## config.mk

```make
export PLATFORM = sky130hd
export DESIGN_NAME = mux_2x1_arb_flat
export DESIGN_NICKNAME = d
export VERILOG_FILES = /design/src/rtl/mux_2x1_arb_if.sv /design/src/rtl/mux_2x1_arb.sv /design/src/flat_wrapper.sv
export SDC_FILE = /design/constraint.sdc
export NUM_CORES = 1
export LEC_CHECK = 0
export CAP_MARGIN = 5
export CORE_UTILIZATION = 41
export CTS_CLUSTER_DIAMETER = 50
export DETAILED_ROUTE_END_ITERATION = 8
export GPL_ROUTABILITY_DRIVEN = 0
export PLACE_DENSITY = 0.78
export SLEW_MARGIN = 20
export SYNTH_ARGS = -nofsm -noshare
export SYNTH_HDL_FRONTEND = slang
export SYNTH_SLANG_ARGS = --single-unit
```

## constraint.sdc

```tcl
create_clock -name clk -period 1.9 [get_ports clk]
set_input_delay 0.19 -clock clk [delete_from_list [all_inputs] [get_ports clk]]
set_output_delay 0.19 -clock clk [all_outputs]
set_load 0.01 [all_outputs]
```

## src/rtl/mux_2x1_arb_if.sv

```systemverilog
// Bundle of the two requester channels and the downstream valid/ready channel of mux_2x1_arb.
// The arbiter uses the slave modport; the producers/consumer side uses the master modport.
interface mux_2x1_arb_if #(
  parameter int DATA_W = 8
);
  logic              req0;
  logic [DATA_W-1:0] i0;
  logic              gnt0;
  logic              req1;
  logic [DATA_W-1:0] i1;
  logic              gnt1;
  logic              s;
  logic [DATA_W-1:0] y;
  logic              y_valid;
  logic              y_ready;

  modport slave (
    input  req0, i0, req1, i1, y_ready,
    output gnt0, gnt1, s, y, y_valid
  );

  modport master (
    output req0, i0, req1, i1, y_ready,
    input  gnt0, gnt1, s, y, y_valid
  );
endinterface

```

## src/rtl/mux_2x1_arb.sv

```systemverilog
// Two-requester burst arbiter driving a registered 2:1 mux output stage.
// Optional build macro MUX_ARB_FIXED_PRIO_EN: requester 0 always wins contention instead of round-robin.
module mux_2x1_arb #(
  parameter int DATA_W    = 8,
  parameter int MAX_BURST = 4
) (
  input  logic         clk,
  input  logic         rst,
  mux_2x1_arb_if.slave bus,
  output logic [1:0]   dbg_state
);

  localparam int               CNT_W    = $clog2(MAX_BURST + 1);
  localparam logic [CNT_W-1:0] CNT_LAST = CNT_W'(MAX_BURST - 1);

  typedef enum logic [1:0] {
    IDLE = 2'd0,
    OWN0 = 2'd1,
    OWN1 = 2'd2
  } state_t;

  state_t            state;
  state_t            state_n;
  state_t            pick_both;
  state_t            tgt0;
  state_t            tgt1;
  logic [CNT_W-1:0]  cnt;
  logic              s_q;
  logic              y_valid_q;
  logic [DATA_W-1:0] y_q;
  logic              free;
  logic              gnt0;
  logic              gnt1;
  logic              xfer;
  logic              burst_end;
  logic              enter;

  // Handshake: a beat moves on gntk (reqk & slot free); y moves downstream on y_valid & y_ready.
  assign free      = !y_valid_q || bus.y_ready;
  assign gnt0      = (state == OWN0) && bus.req0 && free && !rst;
  assign gnt1      = (state == OWN1) && bus.req1 && free && !rst;
  assign xfer      = gnt0 || gnt1;
  assign burst_end = (cnt == CNT_LAST);

`ifdef MUX_ARB_FIXED_PRIO_EN
  assign pick_both = OWN0;

  always_comb begin
    tgt0 = IDLE;
    if (bus.req0) begin
      tgt0 = OWN0;
    end else if (bus.req1) begin
      tgt0 = OWN1;
    end
  end
`else
  logic last;

  assign pick_both = last ? OWN0 : OWN1;

  // Leaving OWN0 hands over to requester 1 whenever it is waiting.
  always_comb begin
    tgt0 = IDLE;
    if (bus.req1) begin
      tgt0 = OWN1;
    end else if (bus.req0) begin
      tgt0 = OWN0;
    end
  end

  always_ff @(posedge clk) begin
    if (rst) begin
      last <= 1'b1;
    end else if (enter) begin
      last <= (state_n == OWN1);
    end
  end
`endif

  always_comb begin
    tgt1 = IDLE;
    if (bus.req0) begin
      tgt1 = OWN0;
    end else if (bus.req1) begin
      tgt1 = OWN1;
    end
  end

  always_comb begin
    state_n = state;
    enter   = 1'b0;
    unique case (state)
      IDLE: begin
        if (bus.req0 && bus.req1) begin
          state_n = pick_both;
          enter   = 1'b1;
        end else if (bus.req0) begin
          state_n = OWN0;
          enter   = 1'b1;
        end else if (bus.req1) begin
          state_n = OWN1;
          enter   = 1'b1;
        end
      end
      OWN0: begin
        if (!bus.req0 || (gnt0 && burst_end)) begin
          state_n = tgt0;
          enter   = (tgt0 != IDLE);
        end
      end
      OWN1: begin
        if (!bus.req1 || (gnt1 && burst_end)) begin
          state_n = tgt1;
          enter   = (tgt1 != IDLE);
        end
      end
      default: begin
        state_n = IDLE;
      end
    endcase
  end

  always_ff @(posedge clk) begin
    if (rst) begin
      state <= IDLE;
    end else begin
      state <= state_n;
    end
  end

  // Entering an ownership period restarts the burst count, overriding the increment of a final beat.
  always_ff @(posedge clk) begin
    if (rst) begin
      cnt <= '0;
      s_q <= 1'b0;
    end else if (enter) begin
      cnt <= '0;
      s_q <= (state_n == OWN1);
    end else if (xfer) begin
      cnt <= cnt + CNT_W'(1);
    end
  end

  always_ff @(posedge clk) begin
    if (rst) begin
      y_q       <= '0;
      y_valid_q <= 1'b0;
    end else if (xfer) begin
      y_q       <= gnt1 ? bus.i1 : bus.i0;
      y_valid_q <= 1'b1;
    end else if (bus.y_ready) begin
      y_valid_q <= 1'b0;
    end
  end

  assign bus.gnt0    = gnt0;
  assign bus.gnt1    = gnt1;
  assign bus.s       = s_q;
  assign bus.y       = y_q;
  assign bus.y_valid = y_valid_q;
  assign dbg_state   = state;

endmodule

```

## src/flat_wrapper.sv

```systemverilog
// flat-port wrapper written by rule: the top's interface ports become plain ports
module mux_2x1_arb_flat 
#(
  parameter int DATA_W    = 8,
  parameter int MAX_BURST = 4
)
  (clk, rst, dbg_state, bus_req0, bus_i0, bus_req1, bus_i1, bus_y_ready, bus_gnt0, bus_gnt1, bus_s, bus_y, bus_y_valid);
  mux_2x1_arb_if #(.DATA_W(DATA_W)) bus_i ();
  input  logic clk;
  input  logic rst;
  output logic [1:0] dbg_state;
  input wire logic [$bits(bus_i.req0)-1:0] bus_req0;
  input wire logic [$bits(bus_i.i0)-1:0] bus_i0;
  input wire logic [$bits(bus_i.req1)-1:0] bus_req1;
  input wire logic [$bits(bus_i.i1)-1:0] bus_i1;
  input wire logic [$bits(bus_i.y_ready)-1:0] bus_y_ready;
  output wire logic [$bits(bus_i.gnt0)-1:0] bus_gnt0;
  output wire logic [$bits(bus_i.gnt1)-1:0] bus_gnt1;
  output wire logic [$bits(bus_i.s)-1:0] bus_s;
  output wire logic [$bits(bus_i.y)-1:0] bus_y;
  output wire logic [$bits(bus_i.y_valid)-1:0] bus_y_valid;
  assign bus_i.req0 = bus_req0;
  assign bus_i.i0 = bus_i0;
  assign bus_i.req1 = bus_req1;
  assign bus_i.i1 = bus_i1;
  assign bus_i.y_ready = bus_y_ready;
  assign bus_gnt0 = bus_i.gnt0;
  assign bus_gnt1 = bus_i.gnt1;
  assign bus_s = bus_i.s;
  assign bus_y = bus_i.y;
  assign bus_y_valid = bus_i.y_valid;
  mux_2x1_arb #(.DATA_W(DATA_W), .MAX_BURST(MAX_BURST)) u_core (.clk(clk), .rst(rst), .bus(bus_i), .dbg_state(dbg_state));
endmodule
```

==> out/qor.csv, run 1 <==
stage,metric,value,unit
routing,number of DRC markers in iteration 0,4,
synthesis,Post-Syn Area per Cell,7.96,µm²
layout,Non-Filler Instances,172,
routing,Remaining DRCs,0,
clock_tree,TritonCTS buffer count,3,
place,DP Area,1260,µm²
layout,Multi-input gate area,448,µm²
synthesis,Yosys cell types,32,
critical_path,startpoint types,flop,
synthesis,Post-synth top cells,"nand2_1 (20), dfxtp_1 (16), nor2_1 (9), a311oi_1 (8), nor3_1 (5)",
synthesis,number of synthesized register bits,16,
layout,P&R area growth vs syn,54.7,%
synthesis,"count leader, synth",nand2_1,
sta,clock skew,0.00231,ns
sta,Pins Over Slew Limit,0,
sta,Setup TNS Final,0,ns
min_path,Hold Path Stages,3,
floorplan,die area,2200,µm²
critical_path,Worst R2R Path Depth,6,
sta,fin crit share,96.2,%
synthesis,Post-Syn Area,828,µm²
routing,wire per inst,12.2,µm
global_routing,antenna violations before repair,0,
sta,Fin. Hold Viols,0,
global_routing,largest net degree at the start of global routing,21,
power,Worst VDD drop,0.000362,V
synthesis,syn nets,127,
clock_tree,H-Tree Depth,1,
place,dpl cells,169,
synthesis,sequential-to-total area share from yosys stat,38.7,%
routing,DRT antenna net count,0,
critical_path,Required @ worst endpoint,1.71,ns
sta,fin crit period,1.83,ns
critical_path,CP Data Arrival Time,1.64,ns
power,Pleak,0.503,nW
global_routing,All-Layer GR Usage,22.2,%
floorplan,starting density of the core,46.0,%
synthesis,Mapped Cells,104,
critical_path,Worst Setup End Kind,primary output,
routing,vias,920,
global_routing,first-pass GRT wire length,3410,µm
routing,Total Wirelength,2100,µm
sta,Tightest Pin Transition,0.310,ns
floorplan,number of I/O pins,35,
clock_tree,clock buffer depth,2,
global_routing,gr ovfl total,0,
synthesis,Yosys top cell by area,dfxtp_1,
layout,Post-Layout Inst Area,1280,µm²
sta,Max Fclk,547,MHz
clock_tree,clk sinks,16,
clock_tree,postcts setup bufs,0,
synthesis,dominant synthesized flop cell,dfxtp_1,
critical_path,Setup CP Type,reg -> out,
power,power density over the cells,546,nW/µm²
routing,Vias/cell,5.35,
power,Power Total,0.699,mW
clock_tree,CTS Hold Buffers Added,0,
synthesis,top post-synthesis cells by area,"dfxtp_1 (39%), nand2_1 (9.1%), a311oi_1 (8.5%), nor2_1 (4.1%), ha_1 (3.0%)",
sta,Hold Slack,0.472,ns
layout,filler cell count,153,
layout,Nets,172,
layout,Diodes inserted,0,
critical_path,crit-path max FO,3,
clock_tree,CTS tree,built,
clock_tree,clk slew on worst S/H paths,0.09,ns
floorplan,row count,15,
floorplan,chip width,46.9,µm
layout,share of layout cells above drive strength 1,13.6,%
sta,Slew headroom,78.8,%
run_status,outcome,finished clean,
sta,final setup fails,0,
job,MaxCap Viol Count,0,
critical_path,FF-to-FF setup slack,0.18,ns
place,number of I/O port buffers,34,
layout,FF+latch area,320,µm²
sta,unrepaired setup endpoints after global routing,no,
clock_tree,Skew-Pair Late Insertion Delay,0.28,ns
floorplan,Die H,46.9,µm
floorplan,core area,1800,µm²
synthesis,share of the synthesized area in the top cell type,38.7,%
routing,TritonRoute pass-1 iters,4,
place,detailed placement HPWL,1520,µm
clock_tree,Root Driver,clkbuf_4,
synthesis,Async SR Flop Fraction,0,%
min_path,Hold WC Path Type,in -> reg,
global_routing,vias in the first global route,788,
synthesis,number of synthesized flops with an enable pin,0,
synthesis,Synth Warn #,0,
==> report_power, final <==
| group | internal (mW) | total, mW | switching (mW) | leakage (nW) |
|---|---|---|---|---|
| combinational | 0.0998 | 0.161 | 0.0616 | 0.359 |
| clock | 0.0736 | 0.175 | 0.102 | 0.0138 |
| sequential | 0.351 | 0.363 | 0.0115 | 0.130 |
==> kinds of logic after synthesis <==
kind of cell | after synthesis | synth area share (%)
fa+ha+maj | 2 | 3.02
buf+inv | 13 | 7.40
simple gates | 45 | 25.7
flops | 16 | 38.7
compound gates | 28 | 25.2
==> registers in the layout, summed over array words and instances (netlist names) <==
register,flops
u_core.bus.s,1
u_core.bus.y,8
u_core.bus.y_valid,1
u_core.cnt,3
u_core.dbg_state,2
u_core.last,1
==> area by class of cell <==
class	instances	area share, %
clock buffer	3	1.76
sequential	16	25.0
tap	25	2.44
inverter	6	1.86
multi-input combinational	75	35.0
timing repair buffer	47	34.0
==> through the flow <==
stage / utilization [%] / worst slack (ns)
final: 71.1 / 0.0721
after global routing: 71.1 / 0.0136
after CTS: 71.0 / 0.0642
after detailed placement: 69.9 / -0.146
after global placement: 69.9 / -0.147
after floorplan: - / 0.290
==> timing repair <==
action / in CTS / in global routing
setup endpoints to repair: 2 / 1
resized for setup: 2 / 1
cloned: 0 / 0
==> cell usage in the layout (no fill, tap or decap), drive strengths merged, types with 2 or more instances in the layout <==
cell type      Yosys  final
a21oi              2      2
o21ai              5      5
a2111oi            2      2
a21boi             3      3
a311oi             8      8
or4                2      2
nand2b             3      3
o21a               2      2
nand2             20     20
nor3               5      5
clkdlybuf4s50      0     32
inv                5      5
buf                4     13
dlygate4sd2        0      2
nor2b              2      2
dfxtp             16     16
clkbuf             3      3
and4               2      2
ha                 2      2
nor2               9      9
==> final timing paths <==
kind                      start                  end
min reg2reg     u_core.bus.y[7]      u_core.bus.y[7]
min                   bus_i0[2]      u_core.bus.y[2]
max          u_core.bus.y_valid             bus_gnt1
max reg2reg       u_core.cnt[0]  u_core.dbg_state[1]
==> critical path, cell delays in order, from the launching register on <==
cell	delay [ns]
dfxtp_1	0.33
nor2b_1	0.14
or4_1	0.53
inv_2	0.08
dlygate4sd2_1	0.27
==> layer usage <==
metal,GRT usage [%],part of all wire [%]
met5,0,0
met3,7.69,6.8
met4,6.86,0.48
met2,34.2,46
met1,29.3,47
(Power assumes the default switching activity.)
==> run 2: changes to the inputs <==
--- a/config.mk
+++ b/config.mk
@@ -5,7 +5,6 @@
 export SDC_FILE = /design/constraint.sdc
 export NUM_CORES = 1
 export LEC_CHECK = 0
-export CAP_MARGIN = 5
 export CORE_UTILIZATION = 41
 export CTS_CLUSTER_DIAMETER = 50
 export DETAILED_ROUTE_END_ITERATION = 8
==> results of run 2 <==
Same layout as run 1: the final DEF is identical, and so are final timing and power.
